**config.mk**
```make
export PLATFORM = sky130hd
export DESIGN_NAME = uart_tx_arbiter
export DESIGN_NICKNAME = d
export VERILOG_FILES = /design/src/rtl/uart_tx_arbiter.sv
export SDC_FILE = /design/constraint.sdc
export NUM_CORES = 1
export LEC_CHECK = 0
export ABC_AREA = 1
export BUFFER_PORTS_ARGS = -buffer_cell sky130_fd_sc_hd__buf_2
export CAP_MARGIN = 0
export CORE_MARGIN = 4
export CORE_UTILIZATION = 45
export CTS_BUF_LIST = sky130_fd_sc_hd__clkbuf_2 sky130_fd_sc_hd__clkbuf_4 sky130_fd_sc_hd__clkbuf_8
export DETAILED_ROUTE_END_ITERATION = 8
export PLACE_DENSITY_LB_ADDON = 0.25
export SLEW_MARGIN = 20
export SYNTH_ARGS = -nofsm -noshare
export SYNTH_HDL_FRONTEND = slang
export SYNTH_SLANG_ARGS = --single-unit
```
**constraint.sdc**
```tcl
create_clock -name clk -period 1.5 [get_ports clk]
set_input_delay 0.15 -clock clk [delete_from_list [all_inputs] [get_ports clk]]
set_output_delay 0.15 -clock clk [all_outputs]
set_load 0.02 [all_outputs]
```
**src/rtl/uart_tx_arbiter.sv**
```systemverilog
// uart_tx_arbiter: message-atomic round-robin share of one UART transmitter with an idle gap after each message
module uart_tx_arbiter #(
    parameter int NUM_REQ   = 4,
    parameter int DELAY_BIT = 4
) (
    input  logic                   clk,
    input  logic                   rst,
    input  logic [NUM_REQ-1:0]     req_valid,
    input  logic [8*NUM_REQ-1:0]   req_data,
    input  logic [NUM_REQ-1:0]     req_last,
    output logic [NUM_REQ-1:0]     req_ready,
    output logic [7:0]             tx_data,
    output logic                   tx_valid,
    input  logic                   tx_ready,
    output logic [NUM_REQ-1:0]     grant,
    output logic                   busy
);
    localparam int PW = $clog2(NUM_REQ);
    localparam int CW = DELAY_BIT < 1 ? 1 : DELAY_BIT;
    localparam logic [CW-1:0] GAP_LOAD = CW'((1 << DELAY_BIT) - 1);
    typedef enum logic [1:0] {IDLE, STREAM, GAP} state_t;
    state_t              state_q;
    logic [NUM_REQ-1:0]  grant_q;
    logic [PW-1:0]       ptr_q;
    logic [CW-1:0]       cnt_q;
    logic [PW-1:0]       win;
    logic [PW-1:0]       idx;
    logic                stream;
    // Scan downward so the last hit is the nearest requester after ptr_q.
    always_comb begin
        win = ptr_q;
        idx = ptr_q;
        for (int i = NUM_REQ; i >= 1; i--) begin
            idx = PW'((int'(ptr_q) + i) % NUM_REQ);
            if (req_valid[idx]) win = idx;
        end
    end
    assign stream    = state_q == STREAM;
    assign tx_valid  = stream & req_valid[ptr_q];
    assign tx_data   = stream ? req_data[{ptr_q, 3'b000} +: 8] : 8'h00;
    assign req_ready = stream && tx_ready ? grant_q : '0;
    assign grant     = grant_q;
    assign busy      = state_q != IDLE;
    // In STREAM the owner index is ptr_q, since ptr_q is loaded with the winner.
    always_ff @(posedge clk) begin
        if (rst) begin
            state_q <= IDLE;
            grant_q <= '0;
            ptr_q   <= PW'(NUM_REQ - 1);
            cnt_q   <= '0;
        end else begin
            case (state_q)
                IDLE: if (|req_valid) begin
                    grant_q <= NUM_REQ'(1) << win;
                    ptr_q   <= win;
                    state_q <= STREAM;
                end
                STREAM: if (tx_valid && tx_ready && req_last[ptr_q]) begin
                    grant_q <= '0;
                    cnt_q   <= GAP_LOAD;
                    state_q <= GAP;
                end
                GAP: if (cnt_q == '0) state_q <= IDLE;
                     else cnt_q <= cnt_q - 1'b1;
                default: state_q <= IDLE;
            endcase
        end
    end
endmodule

```
==> results of run 1 <==
[sequential cells by signal (all words and copies together), names as in the netlist]
signal / cells
cnt_q: 4
grant: 4
ptr_q: 2
state_q: 2
[stage by stage]
step | instance area, um^2 | util, % | TNS [ns]
after detailed placement | 1434 | 64.82 | 0
final | 1669 | 75.45 | -0.4526
after global placement | 1434 | 64.82 | 0
after global routing | 1669 | 75.45 | -1.798
after floorplan | 1057 | - | 0
after CTS | 1572 | 71.04 | -0.4888
[placed cells by master, fill, tap and decap left out, types with 3 or more instances in the layout]
cell type	Yosys	layout
nand2_1	40	33
nand2_2	3	9
nor2_2	1	4
a31oi_1	10	8
nand3_2	0	3
buf_4	0	24
a22oi_2	0	6
nand2_4	3	4
dfxtp_1	12	9
buf_2	3	48
inv_2	4	4
a21oi_1	10	8
nor2_1	8	4
nand4_1	6	6
nand3_1	30	27
inv_1	20	18
clkbuf_4	0	3
a21oi_2	1	3
[power by group]
part           internal, mW  leakage [nW]  switching, mW  total [mW]
Combinational         0.519         0.697          0.764        1.28
Sequential            0.385        0.0987         0.0645       0.449
Clock                 0.148        0.0210          0.119       0.266
[cell families after synthesis]
family / Yosys count
flops: 12
fa+ha+maj: 1
xor+xnor: 1
buf+inv: 32
compound gates: 32
simple gates: 93
[routing by layer]
layer	vias up	share of wire, %	routed length, um	GRT usage [%]
li1	729	-	-	-
met1	678	39	1371	24.20
met2	72	50	1767	37.40
met3	6	9.0	316	5.977
met4	0	1.5	52	11.53
met5	-	0	0	0
[final cells by class]
| class | instances | area share (%) |
|---|---|---|
| timing repair buffer | 74 | 26.76 |
| sequential | 12 | 14.92 |
| clock buffer | 4 | 2.174 |
| inverter | 26 | 6.747 |
| tap | 28 | 2.099 |
| multi-input combinational | 128 | 47.30 |
[worst min-delay path by stage]
stage / cells after the start / slack, ns / from / to
6_report: 2 / 0.18 / rst / grant[3]
5_1_grt: 2 / 0.18 / rst / grant[3]
4_1_cts: 2 / 0.18 / rst / cnt_q[0]
3_5_place_dp: 2 / 0.47 / rst / cnt_q[0]
3_3_place_gp: 2 / 0.46 / rst / grant[1]
2_1_floorplan: 2 / 0.28 / rst / ptr_q[0]
[repair_timing]
action	4_1_cts	5_1_grt
endpoints found under the setup margin	13	22
hold endpoints to repair	0	0
gates resized for setup	22	29
gates cloned	0	1
pin swaps	9	12
buffers inserted	4	0
[worst register-to-register path: cells and delay by family, from the launching register on]
kind / cells / cell delay (ns)
AOI/OAI and AO/OA: 2 / 0.60
DFF: 1 / 0.39
and+or+nand+nor: 5 / 0.30
buffers and inverters: 1 / 0.16
==> impl_metrics.toml, run 1 <==
[setup_path]
r2r_slack_ns = -0.05
slowest_stage = "dfxtp_4"
path_class = "flip-flop to output port"
crit_start = "ptr_q[0]"
cp-start-kind = "flip-flop"
worstPathCellList = "buf_8 > nand2_4 > inv_4 > buf_4 > a22oi_1 > a31oi_1 > buf_2"
path_delay_family = "buffers and inverters"
crit_end = "tx_data[1]"
r2r.worst_path.cells = 8
reg2reg_from = "ptr_q[0]"
cpPeakStageDelay_ns = 0.37
crit_cells = 7
critPathBufInv = 4
r2r_end = "cnt_q[1]"
path_max_fanout = 4
crit_path_end_kind = "output port"
crit_required_ns = 1.35
arrival_ns = 1.42

[global_route]
grt-ovfl-total = 0
grt_use_total_pct = 21.77
grt_max_degree = 15
grt_antenna_before_repair = 0
grt_pass1_vias = 1370
grt_first_pass_wirelength_um = 5554

[floorplan]
die_width_um = 56.33
io_pins = 61
coreArea_um2 = 2212
fp-row-count = 17
die_area_um2 = 3173
die_h_um = 56.33
start_util_pct = 47.51

[drt]
dr.pass1.iters = 5
routed_wl_um = 3507
drc = 0
post_drt_wl_per_cell_um = 12.89
dr.first_iter.drc_count = 41
vias_per_cell = 5.460
ant_nets = 0
vias = 1485

[synth]
ys_async_sr_fraction_pct = 0
synth_area_um2 = 1051
synth.area.top_cells = "dfxtp_1, nand2_1, nand3_1"
postSynthCellCount = 171
syn_nets = 215
syn_avg_cell_area_um2 = 6.146
synth_edf_count = 0
synth_xor_area_share_pct = 0.8333
muxShareOfSynthArea_pct = 0
synth_compound_area_share_pct = 20.48
seq_area_frac_synth_pct = 22.86
synth_cell_type_count = 26
synth_top_family_by_area = "simple AND/OR/NAND/NOR gates"
yosys.area.top_type = "dfxtp_1"
synth_top_cell_area_share_pct = 22.86
synth_adder_area_share_pct = 1.190
yosys-top-cells-count = "nand2_1, nand3_1, inv_1, dfxtp_1"
synth_flop_cell = "dfxtp_1"
yosys_register_bits = 12
yosys.area_share.simple_pct = 41.67
yosysMostFrequentCell = "nand2_1"
ys.warnings.count = 0

[cells_and_area]
fillers = 182
syn_to_final_growth_pct = 58.81
diodes = 0
fin_nets = 289
regArea_um2 = 249.0
multi_input_area_um2 = 789.5
drive_gt1_share_pct = 50.82
fin_cells = 272

[sta]
rsz0062_at_grt = "yes"
holdWs_ns = 0.1758
slew_violations = 0
hold_viol = 0
finalCritPeriodShare_pct = 104.5
tightest_slew_ns = 0.4772
clock.fmax_ghz = 0.6377
slew-limit-headroom_pct = 68.19
setup_slack_ns = -0.06808
final-setup-viol-count = 11
period_minus_slack_ns = 1.568
fin_skew_ns = 0.006280

[clock_tree]
cts_buffers = 3
cts_max_path_buffers = 2
root_buffer = "clkbuf_4"
cts_num_sinks = 12
hold_buffers = 0
path_clk_slew_ns = 0.08
tritoncts = "yes"
cts-htree-levels = 1
clk_latency_ns = 0.28

[job]
max_cap_viol_count = 0

[power]
p_leak_nw = 0.8165
power_density_nw_per_um2 = 1198
peakVddDrop_mv = 0.7501
p_total_mw = 1.999

[place]
port_buffers = 60
dp_cells = 263
dp_hpwl_um = 2542
pre_cts_slack_ns = 0.01660
place_congestion = 0.9025

[status]
status = "finished, violations left"
violations = "negative setup slack"

[hold_path]
hold_path_class = "primary input to flip-flop"
Power figures use the tool's default switching activity.
==> run 2: changes to the inputs <==
BUFFER_PORTS_ARGS = default   (was -buffer_cell sky130_fd_sc_hd__buf_2)
CORE_UTILIZATION = 55   (was 45)
CTS_CLUSTER_SIZE = 24   (was default)
DONT_BUFFER_PORTS = 1   (was default)
==> impl_metrics.toml, run 2 (synthesized netlist as in run 1, its figures left out) <==
[status]
status = "finished, violations left"
violations = "negative setup slack"

[sta]
period_minus_slack_ns = 1.636
rsz0062_at_grt = "yes"
final-setup-viol-count = 19
slew_violations = 0
clock.fmax_ghz = 0.6111
slew-limit-headroom_pct = 67.80
finalCritPeriodShare_pct = 109.1
tightest_slew_ns = 0.4814
fin_skew_ns = 0.005753
setup_slack_ns = -0.1364
hold_viol = 0

[cells_and_area]
fillers = 121
utilization_pct = 83.55
syn_to_final_growth_pct = 40.24
regArea_um2 = 245.2
drive_gt1_share_pct = 39.90
multi_input_area_um2 = 834.6
fin_nets = 238
diodes = 0
mostFrequentLayoutCell = "nand2_1"
final_cell_mix = "nand2_1, nand3_1, inv_1"

[drt]
vias_per_cell = 6.147
dr.pass1.iters = 6
dr.first_iter.drc_count = 58
vias = 1340
drc = 0
ant_nets = 0
post_drt_wl_per_cell_um = 17.00
routed_wl_um = 3706

[setup_path]
slowest_stage = "dfxtp_1"
cp-start-kind = "flip-flop"
reg2reg_from = "ptr_q[0]"
cpPeakStageDelay_ns = 0.35
arrival_ns = 1.49
crit_start = "state_q[0]"
critPathBufInv = 4
crit_path_end_kind = "output port"
path_max_fanout = 8
crit_required_ns = 1.35
path_delay_family = "buffers and inverters"
path_class = "flip-flop to output port"
crit_top_cell = "buf_4"
worstPathCellList = "inv_1 > nor2_2 > inv_2 > buf_4 > a31oi_1 > buf_4"

[clock_tree]
cts-htree-levels = 1
clk_latency_ns = 0.27
cts_buffers = 3
path_clk_slew_ns = 0.08
cts_num_sinks = 12
cts_max_path_buffers = 2
root_buffer = "clkbuf_4"
tritoncts = "yes"

[global_route]
grt_pass1_vias = 1211
grt-ovfl-total = 0
grt_first_pass_wirelength_um = 5361
grt_antenna_before_repair = 0
grt_max_degree = 15
grt_use_total_pct = 25.81

[hold_path]
worstHoldStart = "rst"
hold_path_class = "primary input to flip-flop"

[floorplan]
start_util_pct = 59.57
fp-row-count = 15
die_area_um2 = 2674
coreArea_um2 = 1764
io_pins = 61
die_width_um = 51.72
die_h_um = 51.72

[place]
pre_cts_slack_ns = -0.01726
port_buffers = 0
dp_hpwl_um = 2411
place_congestion = 0.8732

[job]
max_cap_viol_count = 0

[power]
p_leak_nw = 0.6205
power_density_nw_per_um2 = 1357
peakVddDrop_mv = 1.071
[run 2: cell count changes in the layout (fill, tap and decap cells not counted), sizes merged]
cell / change
buf: -51
dlygate4sd3: +1
o211ai: -1
[run 2: path summary, 6_finish.rpt]
kind	endpoint	slack, ns	cells after the start
setup / recovery	tx_data[5]	-0.14	6
hold / removal	ptr_q[0]	0.03	2
setup reg to reg	grant[2]	-0.08	10
hold reg to reg	cnt_q[1]	0.52	2
[run 2: cell type report]
type	instances	area share, %
Tap cell	25	2.122
Clock buffer	4	2.462
Inverter	26	7.131
Sequential cell	12	16.64
Timing Repair Buffer	24	15.03
Multi-Input combinational cell	127	56.62
[run 2: where the power goes]
group / internal (mW) / total, mW / switching [mW]
clock: 0.147 / 0.259 / 0.112
combinational: 0.501 / 1.26 / 0.759
sequential: 0.382 / 0.481 / 0.0987
[run 2: what timing repair did]
item                                    4_1_cts  5_1_grt
hold endpoints to repair                     10        0
cloned                                        0        0
hold buffers                                  1        0
pin swaps                                     2       11
endpoints found under the setup margin       13       22
setup buffers                                 3        4
resized for setup                             8       42
[run 2: stage by stage]
step	std cells	area, um^2	setup TNS, ns	hold WS (ns)	power (mW)
floorplan	171	1057	0	0.2838	1.176
global placement	206	1175	0	0.2202	1.380
detailed placement	206	1175	-0.01726	0.2221	1.414
CTS	214	1276	-0.5284	0.03289	1.730
global route	218	1474	-2.938	0.03084	2.135
finish	218	1474	-1.198	0.03001	2.000
[run 2: worst reg2reg max path, delay by kind of cell, from the launching register on]
family	cells	cell delay [ns]
AO/OA/AOI/OAI	3	0.34
buffers and inverters	4	0.55
flip-flops	1	0.37
AND/OR/NAND/NOR	3	0.20
[run 2: routing by layer]
metal | wire length (um) | global-route usage, % | share of wire [%] | up-vias
met4 | 121 | 5.240 | 3.3 | 0
met5 | 0 | 0 | 0 | -
met1 | 1391 | 31.93 | 38 | 630
met2 | 1852 | 43.22 | 50 | 75
met3 | 341 | 8.883 | 9.2 | 11
li1 | - | - | - | 624
==> run 3: changes to the inputs <==
SKIP_CTS_REPAIR_TIMING = 1   (was default)
TNS_END_PERCENT = 20   (was default)
clock period = 2 ns   (was 1.5 ns; I/O delays follow)
==> impl_metrics.toml, run 3 (synthesized netlist as in run 1, its figures left out) <==
[status]
status = "complete, no violations"

[job]
max_cap_viol_count = 0

[floorplan]
fp-row-count = 15
io_pins = 61
die_width_um = 51.72
start_util_pct = 59.57
coreArea_um2 = 1764
die_area_um2 = 2674
die_h_um = 51.72

[drt]
drc = 0
dr.pass1.iters = 4
routed_wl_um = 2963
vias_per_cell = 5.980
vias = 1196
ant_nets = 0
post_drt_wl_per_cell_um = 14.82
dr.first_iter.drc_count = 43

[clock_tree]
tritoncts = "yes"
clk_latency_ns = 0.28
path_clk_slew_ns = 0.09
cts_num_sinks = 12
cts_max_path_buffers = 2
cts-htree-levels = 1
root_buffer = "clkbuf_4"
cts_buffers = 3

[setup_path]
r2r.worst_path.cells = 11
slowest_stage = "a31oi_1"
path_max_fanout = 18
arrival_ns = 1.65
path_class = "flip-flop to output port"
cp-start-kind = "flip-flop"
r2r_slack_ns = 0.43
crit_required_ns = 1.80
cpPeakStageDelay_ns = 0.44
crit_top_cell = "inv_4"
path_delay_family = "compound AO/OA/AOI/OAI gates"
reg2reg_from = "ptr_q[0]"
worstPathCellList = "buf_4 > inv_4 > nand2_4 > inv_4 > a22oi_1 > a31oi_1"
crit_path_end_kind = "output port"
r2r_end = "cnt_q[1]"
critPathBufInv = 3

[hold_path]
hold_depth = 2
min_to = "ptr_q[1]"
hold_path_class = "primary input to flip-flop"
worstHoldStart = "rst"

[power]
peakVddDrop_mv = 0.7307
p_leak_nw = 0.5013
power_density_nw_per_um2 = 1053

[global_route]
grt_use_total_pct = 23.87
grt_first_pass_wirelength_um = 4933
grt_antenna_before_repair = 0
grt_max_degree = 19
grt-ovfl-total = 0
grt_pass1_vias = 1157

[sta]
final.setup.tns_ns = 0
finalCritPeriodShare_pct = 92.53
slew_violations = 0
tightest_slew_ns = 0.5590
hold_viol = 0
rsz0062_at_grt = "no"
final-setup-viol-count = 0
clock.fmax_ghz = 0.5404
slew-limit-headroom_pct = 62.56
period_minus_slack_ns = 1.851
fin_skew_ns = 0.008465

[cells_and_area]
utilization_pct = 64.18
final_cell_mix = "nand2_1, nand3_1, inv_1"
mostFrequentLayoutCell = "nand2_1"
diodes = 0
multi_input_area_um2 = 674.4
syn_to_final_growth_pct = 7.738
fillers = 180
fin_nets = 220
drive_gt1_share_pct = 14.29
regArea_um2 = 240.2

[place]
port_buffers = 0
place_congestion = 0.8972
dp_hpwl_um = 2255
-- run 3: cell count changes in the layout (fill, tap and decap cells not counted), moves of 3 or more --
cell     change
a21oi_1      +5
a21oi_2      -4
a22oi_1      +6
a22oi_2      -6
buf_4       -11
buf_6        -5
nand2_1      +8
nand2_2      -6
nand3_1      +5
nand3_2      -3
nor2_1       +5
nor2_2       -5
-- run 3: per-stage QoR --
step / setup WS, ns / hold slack (ns) / std cells / power [mW] / area (um^2)
4_1_cts: 0.1560 / -0.02410 / 199 / 1.182 / 1122
5_1_grt: 0.02230 / 0.05251 / 200 / 1.302 / 1132
3_5_place_dp: 0.4668 / 0.2729 / 195 / 0.9842 / 1086
2_1_floorplan: 0.4494 / 0.3338 / 171 / 0.8784 / 1051
3_3_place_gp: 0.5186 / 0.2722 / 195 / 0.9705 / 1086
6_report: 0.1495 / 0.02574 / 200 / 1.192 / 1132
-- run 3: final cells by class --
| type | count | share of cell area (%) |
|---|---|---|
| Multi-Input combinational cell | 127 | 59.56 |
| Tap cell | 25 | 2.762 |
| Inverter | 26 | 9.061 |
| Clock buffer | 4 | 3.204 |
| Timing Repair Buffer | 6 | 4.199 |
| Sequential cell | 12 | 21.22 |
-- run 3: power by group --
part / internal [mW] / switching (mW) / leakage [nW]
sequential: 0.283 / 0.0604 / 0.0983
clock: 0.111 / 0.0893 / 0.0210
combinational: 0.206 / 0.443 / 0.382
total: 0.599 / 0.593 / 0.501
-- run 3: worst max path at each step --
stage	start	end	slack (ns)	cells past startpoint
2_1_floorplan	ptr_q[1]	tx_data[6]	0.45	4
3_3_place_gp	ptr_q[0]	tx_data[1]	0.52	6
3_5_place_dp	ptr_q[0]	tx_data[1]	0.47	6
4_1_cts	ptr_q[0]	tx_data[1]	0.16	6
5_1_grt	ptr_q[0]	tx_data[1]	0.02	6
6_report	ptr_q[0]	tx_data[1]	0.15	6
-- run 3: routing by layer --
| metal | up-vias | track usage (%) | wire length [um] |
|---|---|---|---|
| met3 | 4 | 8.023 | 301 |
| li1 | 589 | - | - |
| met1 | 532 | 29.07 | 1187 |
| met2 | 71 | 40.47 | 1453 |
| met4 | 0 | 5.240 | 21 |
| met5 | - | 0 | 0 |
